<file path="src/rtl/noncoh_sum_pair_pkg.sv">
// Shared acquire definitions: exp10 field layout, the 3/8 amplitude coefficient,
// and helpers used by the noncoherent summation path.
package noncoh_sum_pair_pkg;

    localparam int MANT_WIDTH = 10;
    localparam int EXP_WIDTH  = 4;
    localparam int EXP10_WORD = 24;

    // {I, Q, exp}: exp in the low bits, then Q, then I on top
    localparam int Q_LSB = EXP_WIDTH;
    localparam int I_LSB = EXP_WIDTH + MANT_WIDTH;

    // |-512| needs one more bit than the mantissa
    localparam int MAG_WIDTH = MANT_WIDTH + 1;

    // beta = 3/8, applied as (min * 3) >> 3
    localparam int AMP_COEF_MUL   = 3;
    localparam int AMP_COEF_SHIFT = 3;

    typedef struct packed {
        logic [MAG_WIDTH-1:0] mag_max;
        logic [MAG_WIDTH-1:0] mag_min;
        logic [EXP_WIDTH-1:0] exp;
    } mag_pair_t;

    function automatic logic [MAG_WIDTH-1:0] mant_abs(input logic [MANT_WIDTH-1:0] m);
        logic [MAG_WIDTH-1:0] ext;
        ext = {m[MANT_WIDTH-1], m};
        return m[MANT_WIDTH-1] ? (~ext + 1'b1) : ext;
    endfunction

endpackage

</file>
<file path="src/rtl/noncoh_sum_pair_exp10_amplitude.sv">
// Combinational exp10 amplitude slice: the front half feeds the S1 register
// (abs, max/min), the back half turns registered max/min/exp into a saturated scaled amplitude.
module exp10_amplitude
    import noncoh_sum_pair_pkg::*;
#(
    parameter int NONCOH_WIDTH = 24
) (
    input  logic [EXP10_WORD-1:0]   word,
    output mag_pair_t               mag,
    input  mag_pair_t               mag_q,
    output logic [NONCOH_WIDTH-1:0] scaled
);

    localparam int AMP_CALC_W = MAG_WIDTH + 2;
    localparam int SHIFT_W    = AMP_CALC_W + (1 << EXP_WIDTH) - 1;

    logic [MAG_WIDTH-1:0]  abs_i;
    logic [MAG_WIDTH-1:0]  abs_q;
    logic [AMP_CALC_W-1:0] min3;
    logic [AMP_CALC_W-1:0] amp;
    logic [SHIFT_W-1:0]    shifted;

    assign abs_i = mant_abs(word[I_LSB +: MANT_WIDTH]);
    assign abs_q = mant_abs(word[Q_LSB +: MANT_WIDTH]);

    always_comb begin
        mag.exp = word[EXP_WIDTH-1:0];
        if (abs_i >= abs_q) begin
            mag.mag_max = abs_i;
            mag.mag_min = abs_q;
        end else begin
            mag.mag_max = abs_q;
            mag.mag_min = abs_i;
        end
    end

    // Shift is done wide enough for exp=15 so overflow is detected, not lost
    always_comb begin
        min3    = AMP_CALC_W'(mag_q.mag_min) * AMP_CALC_W'(AMP_COEF_MUL);
        amp     = AMP_CALC_W'(mag_q.mag_max) + (min3 >> AMP_COEF_SHIFT);
        shifted = SHIFT_W'(amp) << mag_q.exp;
        scaled  = (|shifted[SHIFT_W-1:NONCOH_WIDTH]) ? '1 : shifted[NONCOH_WIDTH-1:0];
    end

endmodule

</file>
<file path="src/rtl/noncoh_sum_pair.sv">
// Three-stage noncoherent accumulator for a {pos, neg} exp10 pair with a peak
// tracker over the last noncoherent round. Lane 1 is positive frequency, lane 0 negative.
module noncoh_sum_pair
    import noncoh_sum_pair_pkg::*;
#(
    parameter int NONCOH_WIDTH = 24,
    parameter int INDEX_WIDTH  = 10
) (
    input  logic                      clk,
    input  logic                      rst_b,
    input  logic                      coh_valid,
    input  logic [2*EXP10_WORD-1:0]   coh_data_in,
    input  logic [2*NONCOH_WIDTH-1:0] noncoh_data_in,
    input  logic                      first_noncoh,
    input  logic                      last_noncoh,
    input  logic [INDEX_WIDTH-1:0]    cor_index,
    input  logic                      peak_clear,
    output logic                      noncoh_valid,
    output logic [2*NONCOH_WIDTH-1:0] noncoh_data_out,
    output logic                      peak_valid,
    output logic [NONCOH_WIDTH-1:0]   peak_value,
    output logic [INDEX_WIDTH-1:0]    peak_index,
    output logic                      peak_neg
);

    mag_pair_t               mag_next    [2];
    logic [NONCOH_WIDTH-1:0] old_next    [2];
    logic [NONCOH_WIDTH-1:0] scaled_next [2];
    logic [NONCOH_WIDTH-1:0] sum_next    [2];

    logic                    v1_reg, v2_reg, v3_reg;
    mag_pair_t               mag_reg     [2];
    logic [NONCOH_WIDTH-1:0] old1_reg    [2];
    logic [NONCOH_WIDTH-1:0] scaled_reg  [2];
    logic [NONCOH_WIDTH-1:0] old2_reg    [2];
    logic [NONCOH_WIDTH-1:0] sum_reg     [2];
    logic                    last1_reg, last2_reg, last3_reg;
    logic [INDEX_WIDTH-1:0]  idx1_reg, idx2_reg, idx3_reg;

    logic                    peak_valid_reg;
    logic [NONCOH_WIDTH-1:0] peak_value_reg;
    logic [INDEX_WIDTH-1:0]  peak_index_reg;
    logic                    peak_neg_reg;

    genvar gi;
    generate
        for (gi = 0; gi < 2; gi++) begin : g_lane
            logic [NONCOH_WIDTH:0] sum_wide;

            exp10_amplitude #(
                .NONCOH_WIDTH(NONCOH_WIDTH)
            ) u_amp (
                .word   (coh_data_in[gi*EXP10_WORD +: EXP10_WORD]),
                .mag    (mag_next[gi]),
                .mag_q  (mag_reg[gi]),
                .scaled (scaled_next[gi])
            );

            // first_noncoh is folded in at S1 so later stages never see stale RAM data
            assign old_next[gi] = first_noncoh ? '0 : noncoh_data_in[gi*NONCOH_WIDTH +: NONCOH_WIDTH];
            assign sum_wide     = {1'b0, scaled_reg[gi]} + {1'b0, old2_reg[gi]};
            assign sum_next[gi] = sum_wide[NONCOH_WIDTH] ? '1 : sum_wide[NONCOH_WIDTH-1:0];
        end
    endgenerate

    always_ff @(posedge clk) begin
        if (!rst_b) begin
            v1_reg    <= 1'b0;
            v2_reg    <= 1'b0;
            v3_reg    <= 1'b0;
            last1_reg <= 1'b0;
            last2_reg <= 1'b0;
            last3_reg <= 1'b0;
            idx1_reg  <= '0;
            idx2_reg  <= '0;
            idx3_reg  <= '0;
            for (int k = 0; k < 2; k++) begin
                mag_reg[k]    <= '0;
                old1_reg[k]   <= '0;
                scaled_reg[k] <= '0;
                old2_reg[k]   <= '0;
                sum_reg[k]    <= '0;
            end
        end else begin
            v1_reg <= coh_valid;
            v2_reg <= v1_reg;
            v3_reg <= v2_reg;
            if (coh_valid) begin
                last1_reg <= last_noncoh;
                idx1_reg  <= cor_index;
                for (int k = 0; k < 2; k++) begin
                    mag_reg[k]  <= mag_next[k];
                    old1_reg[k] <= old_next[k];
                end
            end
            if (v1_reg) begin
                last2_reg <= last1_reg;
                idx2_reg  <= idx1_reg;
                for (int k = 0; k < 2; k++) begin
                    scaled_reg[k] <= scaled_next[k];
                    old2_reg[k]   <= old1_reg[k];
                end
            end
            if (v2_reg) begin
                last3_reg <= last2_reg;
                idx3_reg  <= idx2_reg;
                for (int k = 0; k < 2; k++) begin
                    sum_reg[k] <= sum_next[k];
                end
            end
        end
    end

    logic                    cand_ok;
    logic                    cand_neg;
    logic [NONCOH_WIDTH-1:0] cand_value;

    // Ties go to the positive frequency
    assign cand_ok    = v3_reg && last3_reg;
    assign cand_neg   = sum_reg[0] > sum_reg[1];
    assign cand_value = cand_neg ? sum_reg[0] : sum_reg[1];

    // A coincident clear makes the candidate win unconditionally
    always_ff @(posedge clk) begin
        if (!rst_b) begin
            peak_valid_reg <= 1'b0;
            peak_value_reg <= '0;
            peak_index_reg <= '0;
            peak_neg_reg   <= 1'b0;
        end else if (cand_ok && (peak_clear || !peak_valid_reg || cand_value > peak_value_reg)) begin
            peak_valid_reg <= 1'b1;
            peak_value_reg <= cand_value;
            peak_index_reg <= idx3_reg;
            peak_neg_reg   <= cand_neg;
        end else if (peak_clear) begin
            peak_valid_reg <= 1'b0;
            peak_value_reg <= '0;
            peak_index_reg <= '0;
            peak_neg_reg   <= 1'b0;
        end
    end

    assign noncoh_valid    = v3_reg;
    assign noncoh_data_out = {sum_reg[1], sum_reg[0]};
    assign peak_valid      = peak_valid_reg;
    assign peak_value      = peak_value_reg;
    assign peak_index      = peak_index_reg;
    assign peak_neg        = peak_neg_reg;

endmodule

</file>
<file path="config.mk">
export PLATFORM = sky130hd
export DESIGN_NAME = noncoh_sum_pair
export DESIGN_NICKNAME = d
export VERILOG_FILES = /design/src/rtl/noncoh_sum_pair_pkg.sv /design/src/rtl/noncoh_sum_pair_exp10_amplitude.sv /design/src/rtl/noncoh_sum_pair.sv
export SDC_FILE = /design/constraint.sdc
export NUM_CORES = 1
export LEC_CHECK = 0
export ABC_CLOCK_PERIOD_IN_PS = 5200
export CAP_MARGIN = 25
export CELL_PAD_IN_SITES_DETAIL_PLACEMENT = 1
export CELL_PAD_IN_SITES_GLOBAL_PLACEMENT = 2
export CORE_UTILIZATION = 38
export DETAILED_ROUTE_END_ITERATION = 10
export PLACE_DENSITY_LB_ADDON = 0.12
export SETUP_SLACK_MARGIN = 0.5
export SYNTH_ARGS = -nofsm -noshare
export SYNTH_HDL_FRONTEND = slang
export SYNTH_HIERARCHICAL = 1
export SYNTH_SLANG_ARGS = --single-unit
</file>
<file path="constraint.sdc">
create_clock -name clk -period 5.2 [get_ports clk]
set_input_delay 1.04 -clock clk [delete_from_list [all_inputs] [get_ports clk]]
set_output_delay 1.04 -clock clk [all_outputs]
set_load 0.03 [all_outputs]
</file>
==> flow_metrics.tcl <==
set metrics [dict create \
    finalWirelength_mm 60.9 \
    die_height_um 240 \
    post_route_cells_drive_above_1_share_pct 14.7 \
    postSynthRegisterBits 316 \
    wire_per_inst_um 19.7 \
    finalCriticalPeriod_ps 4710 \
    post_dp_cell_area_um2 24100 \
    postCtsHoldBufs 0 \
    clk_path_buf_depth 3 \
    largest_register_ffs 52 \
    clock_insertion_delay_worst_skew_ps 560 \
    post-route-cell-area_um2 26500 \
    yosys_warns 6 \
    worstMarginPinSlew_ps 980 \
    hold_slack_ps 479 \
    grt_setup_unrepaired "false" \
    die_area_um2 57700 \
    drc 0 \
    mostFrequentLayoutCell "sky130_fd_sc_hd__edfxtp_1" \
    crit-reg2reg-capture "peak_value[3]$_SDFFE_PN0P_" \
    grt_antenna_before_repair 2 \
    grt_util_all_layers_pct 20.5 \
    critPathLaunch "sum_reg[0][17]$_SDFFCE_PN0P_" \
    routed-via-count 16900 \
    post_drt_via_cell_ratio 5.46 \
    worst_setup_path_endpoint "peak_value[3]$_SDFFE_PN0P_" \
    hpwl_mm 44.9 \
    num_antenna_cells 0 \
    crit_required_ps 5650 \
    max-vdd-ir-drop_mv 0.181 \
    cp.arrival_ps 5160 \
    drt_first_iter_violations 758 \
    grt.overflow.total 0 \
    clock_sinks 316 \
    core_area_um2 55600 \
    cts.reportedPaths.clkPinSlew_ps 60 \
    chipWidth_um 240 \
    synthesis.instances 2139 \
    setup-tns-final_ps 0 \
    htree_levels 2 \
    min_period_over_period_pct 90.5 \
    antenna_violating_nets_post_route 0 \
    tritoncts.num_buffers 39 \
    async_flop_share_pct 0 \
    io_pins 197 \
    layout.filler_cells 6097 \
    cell_area_after_technology_mapping_um2 21600 \
    endpoint_kind "flip-flop" \
    syn_to_final_growth_pct 22.8 \
    fmax_mhz 212 \
    pin_count_of_the_biggest_net_entering_global_routing 93 \
    place.gp.congestion 0.846 \
    r2r-start "sum_reg[0][17]$_SDFFCE_PN0P_" \
    final_cell_mix "sky130_fd_sc_hd__edfxtp_1 (244), sky130_fd_sc_hd__clkdlybuf4s50_1 (194), sky130_fd_sc_hd__and3_1 (159)" \
    synth_top_area_share_pct 34.0 \
    cap_viol_max_count 0 \
    worst_setup_start_kind "flip-flop" \
    drt-pass1-iter-count 5 \
    vias_in_the_first_global_route 17200 \
    ys_seq_area_share_pct 40.6 \
    holdCritPathClass "flip-flop to flip-flop" \
    fin_nets 2596 \
    number_of_flops_mapped_to_enable_cells_by_yosys 244 \
    count_of_buffers_from_port_buffering 196 \
    slew_headroom_pct 34.6 \
    final-setup-viol-count 0 \
    post_synth_main_area_contributors "sky130_fd_sc_hd__edfxtp_1 (34%), sky130_fd_sc_hd__ha_1 (9.5%), sky130_fd_sc_hd__dfxtp_1 (6.7%)" \
    timing.setup.critical_path_class "flip-flop to flip-flop" \
    root_buffer "sky130_fd_sc_hd__clkbuf_16" \
    std_cell_rows 86 \
    outcome "complete, no violations" \
    final_hold_viol_count 0 \
    grt_pass1_wl_mm 94.0 \
    r2r.worst_path.cells 21 \
    finalClockSkew_ps 18.6 \
    top_ff_cell_synth "sky130_fd_sc_hd__edfxtp_1" \
    powerDensity_nw_per_um2 314 \
    start_util_pct 38.8 \
    synth_area_leader_cell "sky130_fd_sc_hd__edfxtp_1" \
    slew_viol_final 0 \
    internal_reg_to_reg_setup_slack_ps 490 \
    tritoncts_clock_tree "built" \
    synthesis.area_per_instance_um2 10.1 \
    hold_path_depth 2 \
    yosysUniqueCellTypes 109 \
    critPathMaxFanout 12 \
    cellLeakagePower_nw 11.0 \
]
==> worst min path at each step <==
stage | from | to
final | idx3_reg[4]$_SDFFE_PN0P_ | peak_index[4]$_SDFFE_PN0P_
after global routing | idx3_reg[4]$_SDFFE_PN0P_ | peak_index[4]$_SDFFE_PN0P_
after CTS | idx3_reg[8]$_SDFFE_PN0P_ | peak_index[8]$_SDFFE_PN0P_
after detailed placement | idx3_reg[4]$_SDFFE_PN0P_ | peak_index[4]$_SDFFE_PN0P_
after global placement | idx3_reg[4]$_SDFFE_PN0P_ | peak_index[4]$_SDFFE_PN0P_
after floorplan | idx3_reg[4]$_SDFFE_PN0P_ | peak_index[4]$_SDFFE_PN0P_
==> logic make-up after synthesis <==
group,share of synthesized area [%]
adder cells (fa/ha/maj),9.88
multiplexers,6.96
other,0.0696
buffers and inverters,5.06
flip-flops,40.6
XOR/XNOR,3.73
AO/OA/AOI/OAI,16.0
AND/OR/NAND/NOR,17.6
==> synth_stat cells (10+ instances only) <==
library cell,count
sky130_fd_sc_hd__a211oi_1,12
sky130_fd_sc_hd__a21boi_0,13
sky130_fd_sc_hd__a21o_1,48
sky130_fd_sc_hd__a21oi_1,125
sky130_fd_sc_hd__a31o_2,26
sky130_fd_sc_hd__a31oi_1,11
sky130_fd_sc_hd__and2_1,59
sky130_fd_sc_hd__and3_1,159
sky130_fd_sc_hd__buf_2,17
sky130_fd_sc_hd__buf_4,12
sky130_fd_sc_hd__clkbuf_1,96
sky130_fd_sc_hd__dfxtp_1,72
sky130_fd_sc_hd__edfxtp_1,244
sky130_fd_sc_hd__ha_1,164
sky130_fd_sc_hd__inv_1,115
sky130_fd_sc_hd__mux2_2,30
sky130_fd_sc_hd__mux2i_1,96
sky130_fd_sc_hd__nand2_1,109
sky130_fd_sc_hd__nand2b_1,23
sky130_fd_sc_hd__nand3_1,35
sky130_fd_sc_hd__nand4_1,19
sky130_fd_sc_hd__nor2_1,81
sky130_fd_sc_hd__nor2b_1,65
sky130_fd_sc_hd__nor3_1,54
sky130_fd_sc_hd__nor4_1,10
sky130_fd_sc_hd__o211ai_1,13
sky130_fd_sc_hd__o21a_1,31
sky130_fd_sc_hd__o21ai_0,65
sky130_fd_sc_hd__o31ai_1,12
sky130_fd_sc_hd__or3_1,12
sky130_fd_sc_hd__xnor2_1,39
sky130_fd_sc_hd__xor2_1,51
==> cell type report <==
type	count	area, um2	area share [%]
tap	748	936	3.53
inverter	116	435	1.64
multi-input combinational	1575	12400	46.6
timing repair buffer	268	2660	10.0
clock inverter	31	347	1.31
sequential	316	8770	33.1
clock buffer	41	1000	3.79
==> power breakdown <==
part / leakage, nW / internal, W / switching, W
clock network: 0.662 / 0.00172 / 0.00112
registers: 3.25 / 0.00287 / 0.000116
logic: 7.12 / 0.00109 / 0.00141
==> routing by layer <==
metal  vias up  global-route usage, %  share of wire, %
met5         -                      0             0.039
met4         4                   5.52               2.1
met3        67                   3.09               3.6
met2       279                   34.9                48
met1      8293                   26.9                46
li1       8269                      -                 -
==> worst max-delay path: stages, from the launching register on <==
cell and delay, ps:
sky130_fd_sc_hd__edfxtp_1 450, sky130_fd_sc_hd__ha_1 350, sky130_fd_sc_hd__a21oi_1 160, sky130_fd_sc_hd__nor2b_1 80
sky130_fd_sc_hd__o21ai_0 230, sky130_fd_sc_hd__a21oi_1 130, sky130_fd_sc_hd__nor3_1 190, sky130_fd_sc_hd__nor2_1 110
sky130_fd_sc_hd__o21ai_4 270, sky130_fd_sc_hd__buf_6 160, sky130_fd_sc_hd__buf_16 130, sky130_fd_sc_hd__buf_4 110
sky130_fd_sc_hd__mux2_2 370, sky130_fd_sc_hd__ha_1 340, sky130_fd_sc_hd__nand4_1 160, sky130_fd_sc_hd__nor4_4 270
sky130_fd_sc_hd__a2111oi_2 110, sky130_fd_sc_hd__buf_4 190, sky130_fd_sc_hd__o21ai_4 280, sky130_fd_sc_hd__buf_12 200
sky130_fd_sc_hd__nor3_1 70, sky130_fd_sc_hd__a31o_2 230
==> repair_timing <==
item / 4_1_cts / 5_1_grt
pin swaps: 3 / 44
gates resized for setup: 28 / 96
setup buffers: 10 / 30
cloned: 2 / 8
setup endpoints to repair: 81 / 82
hold endpoints to repair: 0 / 0
==> stage by stage <==
step	setup slack [ps]	util, %	instances	total power (W)
3_3_place_gp	67.5	43.3	2970	0.00531
5_1_grt	183	47.6	3095	0.00875
2_1_floorplan	582	-	2143	0.00471
4_1_cts	500	46.1	3056	0.00829
3_5_place_dp	92.2	43.3	2972	0.00537
6_report	493	47.6	3095	0.00832
(Power assumes the default switching activity.)
